[src/rtl/btn_event_pkg.sv]
// Shared types and defaults for the button event decoder.
// FSM state encoding plus default long-press and double-press window lengths.
package btn_event_pkg;

    localparam int DEFAULT_LONG_COUNT    = 8;
    localparam int DEFAULT_DBL_GAP_COUNT = 4;

    typedef enum logic [2:0] {
        ST_IDLE           = 3'd0,
        ST_PRESSED        = 3'd1,
        ST_LONG_HELD      = 3'd2,
        ST_WAIT_SECOND    = 3'd3,
        ST_SECOND_PRESSED = 3'd4
    } state_t;

    function automatic int max_int(input int a, input int b);
        return (a > b) ? a : b;
    endfunction

endpackage

[src/rtl/btn_event_timer.sv]
// Saturating sample counter with synchronous clear and a terminal-value match flag.
// Match is combinational on the current count; the count never wraps.
module btn_event_timer
    import btn_event_pkg::*;
#(
    parameter int W = 4
) (
    input  logic         clk,
    input  logic         reset,
    input  logic         clear,
    input  logic         enable,
    input  logic [W-1:0] term,
    output logic         match
);

    logic [W-1:0] count;

    always_ff @(posedge clk or negedge reset) begin
        if (!reset) begin
            count <= '0;
        end else if (clear) begin
            count <= '0;
        end else if (enable && (count != {W{1'b1}})) begin
            count <= count + 1'b1;
        end
    end

    assign match = (count == term);

endmodule

[src/rtl/button_event_decoder.sv]
// Decodes a debounced button level into press/release/short/long/double events; all outputs registered.
// Optional 2-flop input synchronizer when BTN_EVENT_SYNC_EN is defined (adds 2 cycles of latency).
module button_event_decoder
    import btn_event_pkg::*;
#(
    parameter int LONG_COUNT    = DEFAULT_LONG_COUNT,
    parameter int DBL_GAP_COUNT = DEFAULT_DBL_GAP_COUNT
) (
    input  logic clk,
    input  logic reset,
    input  logic btn_level,
    output logic press_pulse,
    output logic release_pulse,
    output logic short_press,
    output logic long_press,
    output logic double_press,
    output logic held
);

    localparam int CW = $clog2(max_int(LONG_COUNT, DBL_GAP_COUNT) + 1);
    localparam logic [CW-1:0] LONG_TERM = CW'(LONG_COUNT - 1);
    localparam logic [CW-1:0] GAP_TERM  = CW'(DBL_GAP_COUNT - 1);

    logic   level;
    logic   prev;
    logic   rise;
    logic   fall;
    state_t state;
    state_t state_n;
    logic   clr;
    logic   en;
    logic   match;
    logic   p_n, r_n, s_n, l_n, d_n;

`ifdef BTN_EVENT_SYNC_EN
    logic [1:0] sync;
    always_ff @(posedge clk or negedge reset) begin
        if (!reset) sync <= 2'b11;
        else        sync <= {sync[0], btn_level};
    end
    assign level = sync[1];
`else
    assign level = btn_level;
`endif

    // Resetting to 1 means a button already held at reset release needs a low sample before it counts.
    always_ff @(posedge clk or negedge reset) begin
        if (!reset) prev <= 1'b1;
        else        prev <= level;
    end

    assign rise = level & ~prev;
    assign fall = ~level & prev;

    btn_event_timer #(.W(CW)) u_timer (
        .clk    (clk),
        .reset  (reset),
        .clear  (clr),
        .enable (en),
        .term   ((state == ST_WAIT_SECOND) ? GAP_TERM : LONG_TERM),
        .match  (match)
    );

    // Edge events are checked before the timer match so they win on the boundary edge.
    always_comb begin
        state_n = state;
        clr     = 1'b0;
        en      = 1'b0;
        p_n     = 1'b0;
        r_n     = 1'b0;
        s_n     = 1'b0;
        l_n     = 1'b0;
        d_n     = 1'b0;
        case (state)
            ST_IDLE: begin
                clr = 1'b1;
                if (rise) begin
                    state_n = ST_PRESSED;
                    p_n     = 1'b1;
                end
            end
            ST_PRESSED: begin
                if (fall) begin
                    state_n = ST_WAIT_SECOND;
                    clr     = 1'b1;
                    r_n     = 1'b1;
                end else if (match) begin
                    state_n = ST_LONG_HELD;
                    l_n     = 1'b1;
                end else begin
                    en = 1'b1;
                end
            end
            ST_LONG_HELD: begin
                clr = 1'b1;
                if (fall) begin
                    state_n = ST_IDLE;
                    r_n     = 1'b1;
                end
            end
            ST_WAIT_SECOND: begin
                if (rise) begin
                    state_n = ST_SECOND_PRESSED;
                    clr     = 1'b1;
                    p_n     = 1'b1;
                    d_n     = 1'b1;
                end else if (match) begin
                    state_n = ST_IDLE;
                    s_n     = 1'b1;
                end else begin
                    en = 1'b1;
                end
            end
            ST_SECOND_PRESSED: begin
                clr = 1'b1;
                if (fall) begin
                    state_n = ST_IDLE;
                    r_n     = 1'b1;
                end
            end
            default: begin
                state_n = ST_IDLE;
                clr     = 1'b1;
            end
        endcase
    end

    always_ff @(posedge clk or negedge reset) begin
        if (!reset) begin
            state         <= ST_IDLE;
            press_pulse   <= 1'b0;
            release_pulse <= 1'b0;
            short_press   <= 1'b0;
            long_press    <= 1'b0;
            double_press  <= 1'b0;
            held          <= 1'b0;
        end else begin
            state         <= state_n;
            press_pulse   <= p_n;
            release_pulse <= r_n;
            short_press   <= s_n;
            long_press    <= l_n;
            double_press  <= d_n;
            held          <= (state_n == ST_PRESSED) || (state_n == ST_LONG_HELD) ||
                             (state_n == ST_SECOND_PRESSED);
        end
    end

endmodule

[config.mk]
export PLATFORM = sky130hd
export DESIGN_NAME = button_event_decoder
export DESIGN_NICKNAME = d
export VERILOG_FILES = /design/src/rtl/btn_event_pkg.sv /design/src/rtl/btn_event_timer.sv /design/src/rtl/button_event_decoder.sv
export SDC_FILE = /design/constraint.sdc
export NUM_CORES = 1
export LEC_CHECK = 0
export ABC_AREA = 1
export CORE_MARGIN = 2
export CORE_UTILIZATION = 23
export CTS_BUF_LIST = sky130_fd_sc_hd__clkbuf_4 sky130_fd_sc_hd__clkbuf_8 sky130_fd_sc_hd__clkbuf_16
export CTS_CLUSTER_DIAMETER = 40
export DETAILED_ROUTE_END_ITERATION = 16
export GPL_TIMING_DRIVEN = 0
export HOLD_SLACK_MARGIN = 0.08
export PLACE_DENSITY = 0.39
export SLEW_MARGIN = 40
export SYNTH_ARGS = -nofsm -noshare
export SYNTH_HDL_FRONTEND = slang
export SYNTH_HIERARCHICAL = 1
export SYNTH_SLANG_ARGS = --single-unit
[constraint.sdc]
create_clock -name clk -period 1.5 [get_ports clk]
set_input_delay 0.15 -clock clk [delete_from_list [all_inputs] [get_ports clk]]
set_output_delay 0.15 -clock clk [all_outputs]
set_load 0.01 [all_outputs]
==> flow_metrics.env, run 1 <==
export IMPL_status="complete, but fails checks"
export IMPL_violations="negative setup slack"
export IMPL_layout_setup_ws_ps=-66.80
export IMPL_p_per_area_nw_per_um2=1299
export IMPL_min_path_type="in2async"
export IMPL_cp_required_ps=1720
export IMPL_antenna_found_initial=0
export IMPL_wl_um=1588
export IMPL_final_common_cell="nand2_1"
export IMPL_h_tree_depth=1
export IMPL_maxCapViolCount=0
export IMPL_cts_tree="built"
export IMPL_p_leak_nw=0.5794
export IMPL_row_count=21
export IMPL_avgSynthCellArea_um2=7.859
export IMPL_root_buffer="clkbuf_4"
export IMPL_dpl_cell_count=158
export IMPL_crit_buf_inv=2
export IMPL_syn_inst=103
export IMPL_coreArea_um2=3363
export IMPL_cp_start_kind="flop"
export IMPL_antenna_cells=0
export IMPL_drc=0
export IMPL_yosys_top_cells_area="dfrtp_1 40%, nand2_1 10%, inv_1 7.0%"
export IMPL_whs_ps=273.0
export IMPL_slew_headroom_pct=55.58
export IMPL_crit_path_end_kind="flop"
export IMPL_ff_latch_area_um2=351.6
export IMPL_final_cell_mix="20 x nand2_1, 13 x inv_1, 13 x dfrtp_1"
export IMPL_routedWlPerCell_um=9.341
export IMPL_gp_congestion=0.7142
export IMPL_synth_top_cell_by_area="dfrtp_1"
export IMPL_yosysTopAreaCellShare_pct=40.19
export IMPL_period_needed_ps=1567
export IMPL_crit_arrival_ps=1780
export IMPL_max_stage_delay_ps=390
export IMPL_power_total_mw=1.424
export IMPL_port_buffers=8
export IMPL_placed_cell_area_um2=957.2
export IMPL_overflow=0
export IMPL_fillers=377
export IMPL_irDropWorstVdd_mv=0.4987
export IMPL_final_layout_size_suffix_gt1_share_pct=32.26
export IMPL_ys_types=20
export IMPL_numClockSinks=14
export IMPL_place_hpwl_um=1194
export IMPL_cp_max_fo=4
export IMPL_drtAntennaViolNets=0
export IMPL_fmax_mhz=638.2
export IMPL_clockBufferDepth=2
export IMPL_die_w_um=63.33
export IMPL_synthesis_area_um2=809.5
export IMPL_post_route_period_util_pct=104.5
export IMPL_viasPerCell=3.947
export IMPL_crit_family="simple AND/OR/NAND/NOR gates"
export IMPL_dr_pass1_iters=4
export IMPL_final_hold_violation_count=0
export IMPL_initial_core_util_pct=24.07
export IMPL_boundaryPins=9
export IMPL_grt_use_total_pct=9.183
export IMPL_crit_type="reg2reg"
export IMPL_setup_violations=6
export IMPL_path_cells="inv_2 -> nor2_4 -> nand2_4 -> xnor2_2 -> nand2_1 -> nor2_2 -> nor2_1 -> nand3_2 -> o21ai_2 -> nand2_2 -> inv_4 -> nand3_2 -> nand2_1"
export IMPL_grt_pass1_vias=592
export IMPL_stdcell_count=170
export IMPL_drt_iter0_drc=15
export IMPL_worstSkewPairLatency_ps=280
export IMPL_multi_input_area_um2=414.1
export IMPL_yosys_register_bits=14
export IMPL_grt_max_degree=15
export IMPL_clkTransAtPathRegs_ps=90
export IMPL_die_h_um=63.33
export IMPL_grt_pass1_wl_um=2842
export IMPL_crit_slowest_cell="dfrtp_1"
export IMPL_final_area_um2=1096
export IMPL_yosys_warnings=6
export IMPL_nets=129
export IMPL_syn_to_final_growth_pct=35.39
export IMPL_cts_hold_buffers=0
export IMPL_yosysSeqAreaShare_pct=43.43
export IMPL_slew_violations=0
export IMPL_tightest_slew_ps=664.2
export IMPL_rsz0062_at_grt="true"
export IMPL_dieArea_um2=4010
export IMPL_cts_made_buffers=3
export IMPL_skew_ps=2.284
export IMPL_via_count=671
==> final timing paths <==
| kind | from | endpoint | slack [ps] | cells after the start |
|---|---|---|---|---|
| min in group clk | btn_level | prev | 330 | 1 |
| worst max register to register | state[1] | u_timer/count[0] | -70 | 13 |
| max in group asynchronous | reset | u_timer/count[1] | 810 | 1 |
| worst min register to register | u_timer/count[1] | u_timer/count[1] | 620 | 2 |
| worst min-delay path | reset | state[2] | 270 | 1 |
| worst max-delay path | state[1] | u_timer/count[0] | -70 | 13 |
==> routing by layer <==
metal / track usage (%) / routed length [um] / up-vias
li1: - / - / 361
met1: 13.82 / 870 / 301
met2: 11.58 / 647 / 7
met3: 3.571 / 43 / 2
met4: 3.261 / 27 / 0
met5: 0 / 0 / -
==> per-stage QoR <==
stage	utilization, %	setup TNS, ps	setup WS [ps]
4_1_cts	31.18	-440.5	-99.97
2_1_floorplan	-	-118.5	-29.91
5_1_grt	32.59	-1123	-207.4
6_report	32.59	-310.5	-66.80
3_5_place_dp	28.46	-1370	-243.7
3_3_place_gp	28.46	-1335	-237.5
==> Yosys cell counts (all sizes together) <==
cell / number
nand2: 25
dfstp: 1
o21bai: 1
a21oi: 1
inv: 19
nor2: 11
xnor2: 4
dfrtp: 13
nand3: 14
o2111ai: 1
nand4: 1
nor3: 4
conb: 2
buf: 2
ha: 1
o21ai: 3
==> report_power, final <==
| group | switching [mW] | internal, mW | leakage [nW] |
|---|---|---|---|
| Sequential | 0.0411 | 0.441 | 0.188 |
| Combinational | 0.378 | 0.291 | 0.371 |
| Clock | 0.125 | 0.147 | 0.0210 |
==> sequential cells by signal, summed over array words and instances, names as in the netlist <==
register and flops:
u_timer/count 4, state 3, double_press 1, held 1, long_press 1, press_pulse 1, prev 1, release_pulse 1
short_press 1
==> layout make-up <==
class | instances | share of cell area [%]
Multi-Input combinational cell | 69 | 37.79
Sequential cell | 14 | 32.08
Timing Repair Buffer | 16 | 12.79
Inverter | 19 | 6.735
Tap cell | 46 | 5.251
Clock buffer | 4 | 3.311
Buffer | 2 | 2.055
==> logic make-up (layout without fill, tap and decap cells) <==
logic type / count (synthesis) / after routing / share of synthesized area [%]
flip-flops: 14 / 14 / 43.43
XOR/XNOR: 4 / 4 / 4.327
buffers and inverters: 21 / 41 / 11.59
other: 2 / 3 / 0.9277
adder cells (fa/ha/maj): 1 / 1 / 1.545
AND/OR/NAND/NOR: 55 / 55 / 33.23
AO/OA/AOI/OAI: 6 / 6 / 4.946
==> what timing repair did <==
action                     in CTS  in global routing
pin swaps                       7                  5
setup endpoints to repair       7                  7
setup buffers                   5                  3
hold endpoints to repair        0                  0
gates resized for setup         5                  7
Power figures use the tool's default switching activity.
==> run 2, diff against run 1 <==
- REMOVE_ABC_BUFFERS: default -> 1
==> run 2 against run 1 <==
  * The flow still finishes with violations (negative setup slack)
  * Global-route usage rose by 0.27 points
  * Clock-buffer cell count unchanged
  * Final cell count shrank 2.9%
  * Fmax down 2.4%
  * Worst hold slack got worse by 10 ps
  * Register-to-register slack got worse by 40 ps
  * Largest power group unchanged
  * Wire length up 1.6%
  * Die area is the same
  * Non-clock buffer count down 5
  * Highest routed layer unchanged
  * Sequential cell count unchanged
  * Setup slack lost 38 ps
==> flow_metrics.env, run 2 (synthesis results as in run 1) <==
export IMPL_dieArea_um2=4010
export IMPL_drc=0
export IMPL_combPwrFrac_pct=41.2
export IMPL_cp_start_kind="flop"
export IMPL_crit_arrival_ps=1770
export IMPL_gp_congestion=0.7334
export IMPL_post_route_period_util_pct=107.0
export IMPL_skew_ps=4.620
export IMPL_grt_use_total_pct=9.450
export IMPL_drtAntennaViolNets=0
export IMPL_final_cell_mix="21 x nand2_1, 14 x inv_1, 12 x dfrtp_1"
export IMPL_fin_tns_setup_ps=-427.0
export IMPL_crit_family="simple AND/OR/NAND/NOR gates"
export IMPL_swShare_pct=39.09
export IMPL_crit_top_cell="nand2_1"
export IMPL_cp_required_ps=1660
export IMPL_slew_headroom_pct=55.86
export IMPL_crit_type="reg2reg"
export IMPL_final_hold_violation_count=0
export IMPL_use_met3_pct=3.750
export IMPL_violations="negative setup slack"
export IMPL_fmax_mhz=623.0
export IMPL_row_count=21
export IMPL_final_area_um2=1037
export IMPL_power_switching_uw=527.0
export IMPL_pwr_share_seq_pct=38.4
export IMPL_initial_core_util_pct=24.07
export IMPL_cts_tree="built"
export IMPL_via_count=684
export IMPL_nets=124
export IMPL_antenna_found_initial=0
export IMPL_period_needed_ps=1605
export IMPL_placed_cell_area_um2=928.4
export IMPL_numClockSinks=14
export IMPL_met1_usage_pct=11.94
export IMPL_grt_use_met2_pct=15.39
export IMPL_clock_power_share_pct=20.4
export IMPL_reg_top3="u_timer/count x4, state x3"
export IMPL_slew_violations=0
export IMPL_die_h_um=63.33
export IMPL_rsz0062_at_grt="true"
export IMPL_power_total_mw=1.348
export IMPL_h_tree_depth=1
export IMPL_viasPerCell=4.145
export IMPL_layout_setup_ws_ps=-105.1
export IMPL_dr_pass1_iters=4
export IMPL_status="complete, but fails checks"
export IMPL_final_layout_size_suffix_gt1_share_pct=26.89
export IMPL_top_usage_layer="met2"
export IMPL_max_stage_delay_ps=440
export IMPL_regMostFlops="u_timer/count"
export IMPL_p_per_area_nw_per_um2=1300
export IMPL_crit_buf_inv=1
export IMPL_whs_ps=262.7
export IMPL_clkTransAtPathRegs_ps=90
export IMPL_routedWlPerCell_um=9.782
export IMPL_r2r_start="state[2]"
export IMPL_antenna_cells=0
export IMPL_largest_register_ffs=4
export IMPL_irDropWorstVdd_mv=0.4902
export IMPL_cts_hold_buffers=0
export IMPL_place_hpwl_um=1229
export IMPL_clockBufferDepth=2
export IMPL_crit_slowest_cell="dfrtp_1"
export IMPL_root_buffer="clkbuf_4"
export IMPL_cp_max_fo=3
export IMPL_grt_max_degree=15
export IMPL_p_int_uw=821.1
export IMPL_boundaryPins=9
export IMPL_crit_path_end_kind="flop"
export IMPL_path_cells="nor2_4 -> nand2_4 -> xnor2_1 -> nand2_1 -> nor2_2 -> nor2_1 -> nand3_2 -> buf_4 -> nand2_1 -> nor2_2 -> nand2_1 -> nand3_1"
export IMPL_setup_violations=6
export IMPL_wl_um=1614
export IMPL_grt_pass1_wl_um=2939
export IMPL_overflow=0
export IMPL_cp_startpoint="state[2]"
export IMPL_port_buffers=8
export IMPL_coreArea_um2=3363
export IMPL_p_leak_nw=0.5412
export IMPL_min_path_type="in2async"
export IMPL_grt_pass1_vias=692
export IMPL_drt_iter0_drc=23
export IMPL_worstSkewPairLatency_ps=280
export IMPL_syn_to_final_growth_pct=28.13
export IMPL_final_common_cell="nand2_1"
export IMPL_cts_made_buffers=3
export IMPL_die_w_um=63.33
export IMPL_maxCapViolCount=0
export IMPL_tightest_slew_ps=660.0
## run 2: cell count changes in the layout (fill, tap and decap cells not counted)
| cell | delta |
|---|---|
| buf_4 | -3 |
| buf_6 | -2 |
| dfrtp_1 | -1 |
| dfrtp_2 | +1 |
| inv_1 | +1 |
| inv_2 | -1 |
| nand2_1 | +1 |
| nand2_2 | -1 |
| nor3_1 | +1 |
| nor3_2 | -1 |
| xnor2_1 | +1 |
| xnor2_2 | -1 |
## run 2: cell type report
type,count,area (um^2)
fillers,386,2326
multi-input cells,69,399.1
flip-flops and latches,14,352.8
repair buffers,13,117.6
inverters,19,73.82
well taps,46,57.56
clock buffers,4,36.28
## run 2: worst reg2reg max path: cells and delay by family, from the launching register on
kind	cells	cell delay [ps]
DFF	1	440
buffers and inverters	1	160
and+or+nand+nor	10	750
xor gates and xnor gates	1	120
## run 2: timing repair
| action | CTS | global route |
|---|---|---|
| resized for setup | 11 | 1 |
| pin swaps | 6 | 0 |
| endpoints found under the setup margin | 7 | 7 |
| buffers inserted | 5 | 0 |
## run 2: metal layers
layer / vias to the layer above / part of all wire (%)
met5: - / 0
met4: 0 / 0.74
met3: 2 / 4.2
met2: 11 / 47
met1: 321 / 48
li1: 350 / -
## run 2: final timing paths
check	end	slack, ps	depth (start not counted)
max	held	-110	12
min	release_pulse	260	1
max reg2reg	held	-110	12
min reg2reg	u_timer/count[1]	640	2
max in group asynchronous	state[0]	770	1
min in group clk	prev	330	1
## run 2: power groups by stage
stage | sequential, mW | combinational [mW] | clock, mW
after global placement | 0.525 | 0.458 | 0
after CTS | 0.519 | 0.555 | 0.293
after detailed placement | 0.527 | 0.458 | 0
after floorplan | 0.522 | 0.322 | 0
after global routing | 0.530 | 0.621 | 0.313
final | 0.518 | 0.555 | 0.275
## run 2: stage by stage
step	std cells	setup WS (ps)	utilization (%)
after global placement	156	-400.7	27.60
after detailed placement	156	-366.4	27.60
after CTS	165	-95.19	30.77
after global routing	165	-225.3	30.84
final	165	-105.1	30.84
after floorplan	102	-123.1	-
==> run 3, diff against run 2 <==
==> constraint.sdc (replaced) <==
create_clock -name clk -period 1.4 [get_ports clk]
set_input_delay 0.28 -clock clk [delete_from_list [all_inputs] [get_ports clk]]
set_output_delay 0.28 -clock clk [all_outputs]
set_load 0.01 [all_outputs]
==> run 3 against run 2 <==
  * The flow still finishes with violations (negative setup slack)
  * Die area stayed put
  * Critical path depth is the same
  * Final cell count unchanged
  * Worst hold slack better by 120 ps
  * Global-route usage about the same
  * Wire length shrank 0.19%
  * Core utilization grew 0.19 points
  * Fmax grew 0.28%
  * Largest power group unchanged
  * Highest routed layer is now met3
==> flow_metrics.env, run 3 (synthesis results as in run 1) <==
export IMPL_slew_violations=0
export IMPL_rsz0062_at_grt="true"
export IMPL_p_leak_nw=0.5674
export IMPL_cp_start_kind="flop"
export IMPL_crit_arrival_ps=1770
export IMPL_place_ws_ps=-466.4
export IMPL_die_w_um=63.33
export IMPL_drtAntennaViolNets=0
export IMPL_antenna_cells=0
export IMPL_largest_register_ffs=4
export IMPL_root_buffer="clkbuf_4"
export IMPL_min_path_type="in2async"
export IMPL_drc=0
export IMPL_tightest_slew_ps=637.6
export IMPL_layout_setup_ws_ps=-200.6
export IMPL_row_count=21
export IMPL_boundaryPins=9
export IMPL_fin_tns_setup_ps=-1045
export IMPL_place_hpwl_um=1229
export IMPL_reg_top3="u_timer/count x4, state x3"
export IMPL_status="complete, but fails checks"
export IMPL_final_hold_violation_count=0
export IMPL_h_tree_depth=1
export IMPL_crit_path_end_kind="flop"
export IMPL_cp_max_fo=3
export IMPL_utilization_pct=31.03
export IMPL_drt_met1_wl_um=794
export IMPL_die_h_um=63.33
export IMPL_port_buffers=8
export IMPL_grt_pass1_wl_um=2953
export IMPL_setup_violations=7
export IMPL_period_needed_ps=1601
export IMPL_skew_ps=4.467
export IMPL_slew_headroom_pct=57.36
export IMPL_clockBufferDepth=2
export IMPL_crit_type="reg2reg"
export IMPL_drt_iter0_drc=20
export IMPL_grt_use_total_pct=9.488
export IMPL_grt_max_degree=15
export IMPL_final_cell_mix="21 x nand2_1, 14 x inv_1, 12 x dfrtp_1"
export IMPL_regMostFlops="u_timer/count"
export IMPL_ff2ff_path_depth=12
export IMPL_fmax_mhz=624.8
export IMPL_final_layout_size_suffix_gt1_share_pct=29.41
export IMPL_nets=124
export IMPL_numClockSinks=14
export IMPL_grt_pass1_vias=687
export IMPL_cts_tree="built"
export IMPL_via_count=675
export IMPL_clkTransAtPathRegs_ps=90
export IMPL_dieArea_um2=4010
export IMPL_final_common_cell="nand2_1"
export IMPL_irDropWorstVdd_mv=0.5310
export IMPL_gp_congestion=0.7334
export IMPL_post_route_period_util_pct=114.3
export IMPL_cts_made_buffers=3
export IMPL_p_per_area_nw_per_um2=1372
export IMPL_coreArea_um2=3363
export IMPL_cp_required_ps=1570
export IMPL_cts_hold_buffers=0
export IMPL_worstSkewPairLatency_ps=280
export IMPL_syn_to_final_growth_pct=28.90
export IMPL_violations="negative setup slack"
export IMPL_dr_max_layer_used="met3"
export IMPL_routedWlPerCell_um=9.764
export IMPL_maxCapViolCount=0
export IMPL_wl_met3_um=58
export IMPL_overflow=0
export IMPL_wl_met2_um=758
export IMPL_initial_core_util_pct=24.07
export IMPL_viasPerCell=4.091
export IMPL_dr_pass1_iters=2
export IMPL_antenna_found_initial=0
export IMPL_wl_um=1611
[run 3: cell count changes in the layout (fill, tap and decap cells not counted)]
cell / before / now
nor3_2: 0 / 2
o21bai_1: 1 / 0
nor3_1: 4 / 2
o21bai_2: 0 / 1
clkdlybuf4s50_1: 8 / 2
dlygate4sd2_1: 0 / 6
[run 3: final cells by class]
class / count / area (um^2)
clock buffers: 4 / 36.28
multi-input cells: 69 / 412.9
repair buffers: 13 / 110.1
inverters: 19 / 73.82
well taps: 46 / 57.56
fillers: 386 / 2320
flip-flops and latches: 14 / 352.8
[run 3: final timing paths]
check	start	endpoint	slack, ps
max	state[2]	held	-200
min	reset	release_pulse	390
max reg2reg	state[2]	held	-200
min reg2reg	u_timer/count[1]	u_timer/count[1]	630
max in group asynchronous	reset	state[0]	560
min in group clk	btn_level	prev	460
[run 3: stage by stage]
stage | instances | hold slack, ps | total power, mW | cell area, um^2
finish | 165 | 386.1 | 1.431 | 1044
CTS | 165 | 408.8 | 1.449 | 1037
detailed placement | 156 | 623.7 | 1.055 | 928.4
global placement | 156 | 616.9 | 1.053 | 928.4
global route | 165 | 422.3 | 1.558 | 1044
floorplan | 102 | -15.59 | 0.9041 | 790.8
[run 3: timing repair]
item                                    in CTS  in global routing
pin swaps                                    6                  0
hold endpoints to repair                     0                  0
resized for setup                           19                  2
setup buffers                                5                  0
endpoints found under the setup margin      15                 10
[run 3: power by group]
part           switching [mW]  internal [mW]  total (mW)
clock                   0.139          0.158       0.297
combinational           0.352          0.230       0.582
sequential             0.0771          0.476       0.553
total                   0.568          0.863        1.43
[run 3: per-layer routing]
metal	vias up	global-route usage [%]
met5	-	0
met4	0	1.630
met3	0	3.750
met2	7	15.39
met1	320	12.05
li1	348	-
[run 3: critical path, cell delays in order (launching register included)]
cell	delay, ps
dfrtp_1	440
nor2_4	130
nand2_4	60
xnor2_1	120
nand2_1	70
nor2_2	40
nor2_1	120
nand3_2	120
buf_4	160
nand2_1	60
nor2_2	40
nand2_1	40
nand3_1	70
